**src/rtl/cpu_mulx_pkg.sv**
```systemverilog
// Shared encodings for the multi-cycle multiply sequencer: op select, FSM states
// and latency figures derived from the partial-product cell depth.
package cpu_mulx_pkg;

    localparam logic [1:0] OP_MUL    = 2'b00;
    localparam logic [1:0] OP_MULXUU = 2'b01;
    localparam logic [1:0] OP_MULXSU = 2'b10;
    localparam logic [1:0] OP_MULXSS = 2'b11;

    typedef enum logic [1:0] {
        ST_IDLE,
        ST_MUL,
        ST_CORR,
        ST_DONE
    } state_e;

    // cnt value on which the final partial product lands in the accumulator
    function automatic int unsigned last_cnt_full(input int unsigned pp_lat);
        return 3 + pp_lat;
    endfunction

    function automatic int unsigned last_cnt_early(input int unsigned pp_lat);
        return 2 + pp_lat;
    endfunction

    // accept cycle to first out_valid cycle
    function automatic int unsigned done_lat_full(input int unsigned pp_lat);
        return 6 + pp_lat;
    endfunction

    function automatic int unsigned done_lat_early(input int unsigned pp_lat);
        return 4 + pp_lat;
    endfunction

endpackage

```
**src/rtl/cpu_mulx_pp16.sv**
```systemverilog
// 16x16 unsigned partial-product cell; product appears PP_LATENCY cycles after
// the operands are presented. No flow control: always accepts, always produces.
module cpu_mulx_pp16 #(
    parameter int PP_LATENCY = 1
) (
    input  logic        clk,
    input  logic        reset,
    input  logic [15:0] a_i,
    input  logic [15:0] b_i,
    output logic [31:0] p_o
);

    logic [31:0] stage_q [PP_LATENCY];

    always_ff @(posedge clk) begin
        if (reset) begin
            for (int i = 0; i < PP_LATENCY; i++) begin
                stage_q[i] <= '0;
            end
        end else begin
            stage_q[0] <= 32'(a_i) * 32'(b_i);
            for (int i = 1; i < PP_LATENCY; i++) begin
                stage_q[i] <= stage_q[i-1];
            end
        end
    end

    assign p_o = stage_q[PP_LATENCY-1];

endmodule

```
**src/rtl/cpu_mulx_sequencer.sv**
```systemverilog
// Multi-cycle 32x32 multiply (MUL/MULXUU/MULXSU/MULXSS) over one 16x16 cell; result 6+PP_LATENCY
// cycles after accept, held in DONE until out_ready. CPU_MULX_EARLY_OUT_EN shortens MUL to 4+PP_LATENCY.
module cpu_mulx_sequencer #(
    parameter int PP_LATENCY = 1
) (
    input  logic        clk,
    input  logic        reset,
    input  logic        in_valid,
    output logic        in_ready,
    input  logic [31:0] M_mul_src1,
    input  logic [31:0] M_mul_src2,
    input  logic [1:0]  M_mul_op,
    output logic        out_valid,
    input  logic        out_ready,
    output logic [31:0] M_mul_result
);
    import cpu_mulx_pkg::*;

    localparam logic [2:0] LAST_FULL  = 3'(last_cnt_full(PP_LATENCY));
    localparam logic [2:0] LAST_EARLY = 3'(last_cnt_early(PP_LATENCY));
    localparam logic [2:0] PPL3       = 3'(PP_LATENCY);
    localparam logic [1:0] PPL2       = 2'(PP_LATENCY);

    state_e      state_q, state_d;
    logic [2:0]  cnt_q, cnt_d;
    logic [31:0] a_q, a_d;
    logic [31:0] b_q, b_d;
    logic [1:0]  op_q, op_d;
    logic [63:0] acc_q, acc_d;

    logic [15:0] a_half, b_half;
    logic [31:0] pp;
    logic        pp_due;
    logic [1:0]  pp_idx;
    logic [63:0] addend;
    logic        early_mul;
    logic [2:0]  last_cnt;
    logic        a_signed;
    logic [31:0] corr_a, corr_b;

`ifdef CPU_MULX_EARLY_OUT_EN
    assign early_mul = (op_q == OP_MUL);
`else
    assign early_mul = 1'b0;
`endif

    // cnt bit 0 picks the A half, bit 1 the B half: aL*bL, aH*bL, aL*bH, aH*bH
    assign a_half = cnt_q[0] ? a_q[31:16] : a_q[15:0];
    assign b_half = cnt_q[1] ? b_q[31:16] : b_q[15:0];

    cpu_mulx_pp16 #(
        .PP_LATENCY(PP_LATENCY)
    ) u_pp16 (
        .clk   (clk),
        .reset (reset),
        .a_i   (a_half),
        .b_i   (b_half),
        .p_o   (pp)
    );

    assign pp_due   = (cnt_q >= PPL3);
    assign pp_idx   = cnt_q[1:0] - PPL2;
    assign last_cnt = early_mul ? LAST_EARLY : LAST_FULL;

    always_comb begin
        addend = '0;
        case (pp_idx)
            2'd0:    addend = {32'b0, pp};
            2'd3:    addend = {pp, 32'b0};
            default: addend = early_mul ? {32'b0, pp[15:0], 16'b0} : {16'b0, pp, 16'b0};
        endcase
    end

    // Unsigned-to-signed fix-up of the high word for negative operands
    assign a_signed = (op_q == OP_MULXSU) || (op_q == OP_MULXSS);
    assign corr_b   = (a_signed && a_q[31]) ? b_q : '0;
    assign corr_a   = ((op_q == OP_MULXSS) && b_q[31]) ? a_q : '0;

    always_comb begin
        state_d = state_q;
        cnt_d   = cnt_q;
        a_d     = a_q;
        b_d     = b_q;
        op_d    = op_q;
        acc_d   = acc_q;
        case (state_q)
            ST_IDLE: begin
                if (in_valid) begin
                    a_d     = M_mul_src1;
                    b_d     = M_mul_src2;
                    op_d    = M_mul_op;
                    acc_d   = '0;
                    cnt_d   = '0;
                    state_d = ST_MUL;
                end
            end
            ST_MUL: begin
                if (pp_due) begin
                    acc_d = acc_q + addend;
                end
                cnt_d = cnt_q + 3'd1;
                if (cnt_q == last_cnt) begin
                    state_d = early_mul ? ST_DONE : ST_CORR;
                end
            end
            ST_CORR: begin
                acc_d[63:32] = acc_q[63:32] - corr_b - corr_a;
                state_d      = ST_DONE;
            end
            ST_DONE: begin
                if (out_ready) begin
                    state_d = ST_IDLE;
                end
            end
            default: state_d = ST_IDLE;
        endcase
    end

    always_ff @(posedge clk) begin
        if (reset) begin
            state_q <= ST_IDLE;
            cnt_q   <= '0;
            a_q     <= '0;
            b_q     <= '0;
            op_q    <= OP_MUL;
            acc_q   <= '0;
        end else begin
            state_q <= state_d;
            cnt_q   <= cnt_d;
            a_q     <= a_d;
            b_q     <= b_d;
            op_q    <= op_d;
            acc_q   <= acc_d;
        end
    end

    assign in_ready     = (state_q == ST_IDLE);
    assign out_valid    = (state_q == ST_DONE);
    assign M_mul_result = (state_q != ST_DONE) ? 32'h0 :
                          (op_q == OP_MUL)     ? acc_q[31:0] : acc_q[63:32];

endmodule

```
**config.mk**
```make
export PLATFORM = sky130hd
export DESIGN_NAME = cpu_mulx_sequencer
export DESIGN_NICKNAME = d
export VERILOG_FILES = /design/src/rtl/cpu_mulx_pkg.sv /design/src/rtl/cpu_mulx_pp16.sv /design/src/rtl/cpu_mulx_sequencer.sv
export SDC_FILE = /design/constraint.sdc
export NUM_CORES = 1
export LEC_CHECK = 0
export CORE_ASPECT_RATIO = 0.7
export CORE_MARGIN = 2
export CORE_UTILIZATION = 45
export DETAILED_ROUTE_END_ITERATION = 16
export HOLD_SLACK_MARGIN = 0.06
export SYNTH_ARGS = -nofsm -noshare
export SYNTH_HDL_FRONTEND = slang
export SYNTH_SLANG_ARGS = --single-unit
```
**constraint.sdc**
```tcl
create_clock -name clk -period 8.15 [get_ports clk]
set_clock_uncertainty 0.1 [all_clocks]
set_input_delay 1.63 -clock clk [delete_from_list [all_inputs] [get_ports clk]]
set_output_delay 1.63 -clock clk [all_outputs]
set_load 0.1 [all_outputs]
```
==> results.toml, run 1 <==
[final_layout]
multi_input_area_um2 = 16700
final-seq-area_um2 = 3350
stdcell_area_um2 = 23800
fillCellCount = 4646
fin_nets = 3263
layout-drive-gt1-share_pct = 4.62
instances_no_fill = 3389
final_util_pct = 50.9
synthToLayoutAreaGrowth_pct = 10.9

[timing]
layout_setup_ws_ns = 0.532
setup_violations = 0
post-route-min-period_ns = 7.62
tns_ns = 0
worst-slew-pin-transition_ns = 1.30
rsz0062_at_grt = "no"
fmax_mhz = 131
hold_viol = 0
fin_crit_sh_pct = 93.5
whs_ns = 0.396
slew_headroom_pct = 11.1
report.final.slew_viol_count = 0

[setup_path]
r2r_start = "cnt_q[1]"
r2r_end = "u_pp16.stage_q[0][28]"
crit_required_ns = 8.40
reg2reg_depth = 24
regToRegSetupSlack_ns = 0.53
worst_setup_path_end_kind = "flip-flop"
critPathKind = "reg2reg"
path_max_fanout = 22
cp_data_arrival_time_ns = 7.86
cp-start-kind = "flip-flop"

[yosys]
ys_warn_count = 0
syn_area_per_cell_um2 = 7.89
synth_ff_type = "dfxtp_1"
ys_seq_area_share_pct = 15.6
syn_area_um2 = 21400
ys_async_sr_fraction_pct = 0
netlist-cell-type-count = 73
syn_nets = 3221
ys_ff_latch = 167
synth_edf_count = 0
netlist_instances = 2717

[power]
swShare_pct = 53.5
p_int_mw = 2.34
seqPwrFrac_pct = 24.9
p_comb_share_pct = 57.6
p_leak_nw = 10.5
clkPwrFrac_pct = 17.5
p_switching_mw = 2.69
finalPower_mw = 5.03
pwr_density_cell_nw_per_um2 = 211
peakVddDrop_mv = 0.185

[floorplan]
die_area_um2 = 49400
die_y_um = 187
die_w_um = 265
rows = 66
core_um2 = 46700
io_pins = 104
floorplan.initialDensity_pct = 45.9

[cts]
cts_max_path_buffers = 2
cts_tree = "done"
path_clk_slew_ns = 0.08
cts_made_buffers = 17
root_buffer = "clkbuf_16"
worstSkewPairLatency_ns = 0.47
cts_setup_buffers = 0
cts_hold_buf = 0
htreeDepth = 4
clock-sinks = 167

[worst_hold_path]
worstHoldPathType = "reg2reg"
hold_end = "b_q[14]"
min_from = "b_q[14]"
min_delay_path_depth = 2

[drt]
vias_per_cell = 5.89
vias = 19967
drtPass1Iterations = 7
wl_um = 83800
drt_iter0_drc = 2009
avgRoutedWirePerCell_um = 24.7
antenna_left = 0
route.detailed.drc = 0

[placement]
routabilityCongestion = 0.987
dp.cells = 3352
dp_hpwl_um = 70200
dp_slack_ns = 0.469
place.port_buffers = 103
place_area_um2 = 23100

[grt]
grt_max_degree = 87
antenna_found_initial = 6
grt_use_total_pct = 34.1
grt_pass1_wl_um = 125000
overflow = 0
grt_pass1_vias = 19829

[flow_run]
cap_violations = 0

[status]
status = "finished clean"
[cell families (layout without fill, tap and decap cells)]
family                   after synthesis  count (layout)  share of synthesized area [%]
flip-flops                           167             167                           15.6
XOR/XNOR                             107             107                           4.37
other                                  0               5                              0
buffers and inverters                391             446                           6.85
AND/OR/NAND/NOR                      966             966                           19.4
AO/OA/AOI/OAI                        586             586                           17.3
multiplexers                          66              66                           3.26
adder cells (fa/ha/maj)              434             434                           33.2
[cells in the final DEF (no fill, tap or decap), drive strengths merged, types with 17 or more instances in the layout]
| cell type | n |
|---|---|
| xnor2 | 60 |
| clkbuf | 17 |
| mux2i | 36 |
| xor2 | 47 |
| ha | 208 |
| a21oi | 236 |
| buf | 40 |
| nor2 | 250 |
| fa | 226 |
| o21ai | 99 |
| o21bai | 22 |
| nand2b | 37 |
| clkdlybuf4s50 | 102 |
| a21o | 54 |
| dfxtp | 167 |
| nand3 | 27 |
| a22oi | 42 |
| mux2 | 30 |
| and2 | 42 |
| inv | 280 |
| nor3 | 17 |
| nand2 | 497 |
| nor2b | 20 |
[layout make-up]
cell class / instances / area share [%]
multi-input combinational: 2159 / 70.1
sequential: 167 / 14.1
timing repair buffer: 142 / 5.61
inverter: 272 / 4.30
tap: 612 / 3.22
clock buffer: 17 / 1.79
clock inverter: 15 / 0.890
antenna: 5 / 0.0526
[cell usage after synthesis, types with 7 or more instances]
master / n / area share, %
nand2_1: 497 / 8.7
inv_1: 272 / 4.8
nor2_1: 250 / 4.4
a21oi_1: 234 / 5.5
fa_1: 226 / 21
ha_1: 208 / 12
dfxtp_1: 167 / 16
clkbuf_1: 114 / 2.0
o21ai_0: 98 / 2.3
xnor2_1: 60 / 2.5
a21o_1: 54 / 1.9
xor2_1: 47 / 1.9
a22oi_1: 42 / 1.5
and2_1: 41 / 1.2
nand2b_1: 37 / 1.1
mux2i_1: 36 / 1.7
mux2_2: 30 / 1.6
nand3_1: 27 / 0.63
o21bai_1: 22 / 0.77
nor2b_1: 20 / 0.58
nor3_1: 17 / 0.40
a22o_1: 16 / 0.65
and3_1: 16 / 0.47
nand4_1: 15 / 0.44
o211ai_1: 15 / 0.53
a31oi_1: 12 / 0.35
a211oi_1: 11 / 0.39
or3_1: 11 / 0.32
and4_1: 10 / 0.41
o21a_1: 9 / 0.32
o221ai_1: 7 / 0.29
or2_2: 7 / 0.20
[worst max-delay path by stage]
stage / from / to / slack, ns / depth (start not counted)
2_1_floorplan: cnt_q[0] / u_pp16.stage_q[0][28] / 0.67 / 26
3_3_place_gp: cnt_q[0] / u_pp16.stage_q[0][28] / 0.61 / 23
3_5_place_dp: cnt_q[0] / u_pp16.stage_q[0][28] / 0.47 / 23
4_1_cts: cnt_q[0] / u_pp16.stage_q[0][28] / 0.44 / 23
5_1_grt: cnt_q[1] / u_pp16.stage_q[0][28] / 0.26 / 24
6_report: cnt_q[1] / u_pp16.stage_q[0][28] / 0.53 / 24
[power by group through the flow]
stage / clock, mW / combinational [mW] / sequential [mW]
3_3_place_gp: 0 / 2.80 / 1.25
5_1_grt: 0.919 / 3.15 / 1.25
3_5_place_dp: 0 / 2.83 / 1.24
6_report: 0.879 / 2.90 / 1.25
2_1_floorplan: 0 / 1.96 / 1.05
4_1_cts: 0.888 / 2.85 / 1.23
[routing by layer]
layer	global-route usage [%]	vias to the layer above	part of all wire (%)	wire length [um]
li1	-	9160	-	-
met1	50.1	9780	46	38400
met2	45.8	905	39	32700
met3	13.7	120	13	10800
met4	8.71	2	2.3	1960
met5	0	-	0.013	11
[repair_timing]
action,CTS,global route
hold endpoints to repair,0,0
endpoints found under the setup margin,0,1
resized for setup,0,1
[flip-flops by register name (all words and copies together), names as in the netlist]
signal and count:
acc_q 64, a_q 32, b_q 32, u_pp16.stage_q 32
cnt_q 3, op_q 2, state_q 2
[critical path, stage by stage (launching register included)]
cell       delay (ns)
dfxtp_1          0.72
buf_12           0.26
mux2_2           0.37
nand2_1          0.13
fa_1             0.55
inv_1            0.05
fa_1             0.55
ha_1             0.14
inv_1            0.05
fa_1             0.46
fa_1             0.55
inv_1            0.05
fa_1             0.45
ha_1             0.36
o21a_1           0.20
o21ai_0          0.30
a21oi_1          0.15
a211o_1          0.37
a2111oi_2        0.47
o21ai_0          0.20
nand2_1          0.14
o21ai_1          0.10
a211oi_1         0.31
a21boi_0         0.16
mux2_2           0.30
No activity file was read; power rests on OpenSTA's default activity.
==> run 2: changes to the inputs <==
Settings changed: CTS_CLUSTER_SIZE set to 10, SKIP_LAST_GASP set to 1.
==> results of run 2 <==
The final DEF is identical to that of run 1; final timing and power are the same.
==> variant (config.mk and constraints of run 1) <==
`PP_LATENCY` is set to 1 in 2 places; all go to 2.
--- a/src/rtl/cpu_mulx_pp16.sv
+++ b/src/rtl/cpu_mulx_pp16.sv
@@ -1,7 +1,7 @@
 // 16x16 unsigned partial-product cell; product appears PP_LATENCY cycles after
 // the operands are presented. No flow control: always accepts, always produces.
 module cpu_mulx_pp16 #(
-    parameter int PP_LATENCY = 1
+    parameter int PP_LATENCY = 2
 ) (
     input  logic        clk,
     input  logic        reset,
--- a/src/rtl/cpu_mulx_sequencer.sv
+++ b/src/rtl/cpu_mulx_sequencer.sv
@@ -1,7 +1,7 @@
 // Multi-cycle 32x32 multiply (MUL/MULXUU/MULXSU/MULXSS) over one 16x16 cell; result 6+PP_LATENCY
 // cycles after accept, held in DONE until out_ready. CPU_MULX_EARLY_OUT_EN shortens MUL to 4+PP_LATENCY.
 module cpu_mulx_sequencer #(
-    parameter int PP_LATENCY = 1
+    parameter int PP_LATENCY = 2
 ) (
     input  logic        clk,
     input  logic        reset,
Formal check against the unedited RTL: not equivalent (a bounded check fails within 10 cycles, from zero or initial values and one cycle with reset high).
==> variant against run 1 <==
- first-iteration DRC count rose by 33%
- wire length rose by 6.5%
- power fell by 12%
- die area rose by 6.3%
- worst setup slack improved by 0.068 ns
- maximum frequency rose by 0.90%
- sequential cell count rose by 32
- final cell count rose by 4.5%
- sequential share of layout area rose by 1.8 points
- design area rose by 5.3%
- worst hold slack got worse by 0.060 ns
- synthesized area rose by 6.4%
==> variant: results (changes against run 1) <==
Cells after Synth 2,813 (+3.5%); Adder-Cell Fraction of Synth Area 0.312 (-0.0207); Hold EP u_pp16.stage_q[0][49]$_SDFF_PP0_; met1 Use GR 0.545 (+0.0443); crit path DAT 7.77 ns (-0.09 ns); DPL Wire Length 74.0 mm (+5.4%); largest net degree at the start of global routing 97 (+11%); GRT met2 Usage 0.457 (-0.00163); Seq/Total Area, Yosys 0.175 (+0.0186); vias in the first global route 19,721 (-0.54%); HP Start u_pp16.stage_q[0][17]$_SDFF_PP0_; synth unique cells 92 (+26%); Synth Area in Compound Gates 0.179 (+0.00620); R2R cell count 23 (-4.2%); met3 Use GR 0.0820 (-0.0550); CP max-delay cell dfxtp_2; vias 20,967 (+5.0%); sw frac 0.488 (-0.0464); 1st-pass router iterations 5 (-2); Post-DP Area 24,400 um2 (+5.7%); DRT Wirelength 89.3 mm (+6.5%); Layout fillers 4,985 (+7.3%); status finished clean; hold path cells 1 (-1); Antenna Cells 0 (-5); clock group share of total power 0.205 (+0.030); commonest cells in the netlist nand2_1, inv_1, nor2_1; DRT iter0 DRCs 2,665 (+33%); met3 routed WL 9.51 mm (-11%); Post-Synth XOR/XNOR Area 0.0411 (-0.00265); top post-synthesis cells by area fa_1, dfxtp_1, ha_1, nand2_1, a21oi_1; final net count 3,356 (+2.9%); GRT Util Overall 0.341 (about the same)
## variant: worst max path at each step
stage,start,to,cells after the start
after floorplan,cnt_q[0]$_SDFFE_PP0P_,u_pp16.stage_q[0][31]$_SDFF_PP0_,26
after global placement,cnt_q[1]$_SDFFE_PP0P_,u_pp16.stage_q[0][31]$_SDFF_PP0_,23
after detailed placement,cnt_q[1]$_SDFFE_PP0P_,u_pp16.stage_q[0][30]$_SDFF_PP0_,23
after CTS,cnt_q[1]$_SDFFE_PP0P_,u_pp16.stage_q[0][30]$_SDFF_PP0_,23
after global routing,cnt_q[1]$_SDFFE_PP0P_,u_pp16.stage_q[0][29]$_SDFF_PP0_,23
final,cnt_q[1]$_SDFFE_PP0P_,u_pp16.stage_q[0][29]$_SDFF_PP0_,23
## variant: area by class of cell
cell class	instances	area (um2)	share of cell area
multi-input combinational	2226	17200	0.689
sequential	199	3990	0.159
timing repair buffer	146	1370	0.0546
inverter	263	987	0.0394
tap	674	843	0.0337
clock buffer	17	425	0.0170
clock inverter	15	183	0.00730
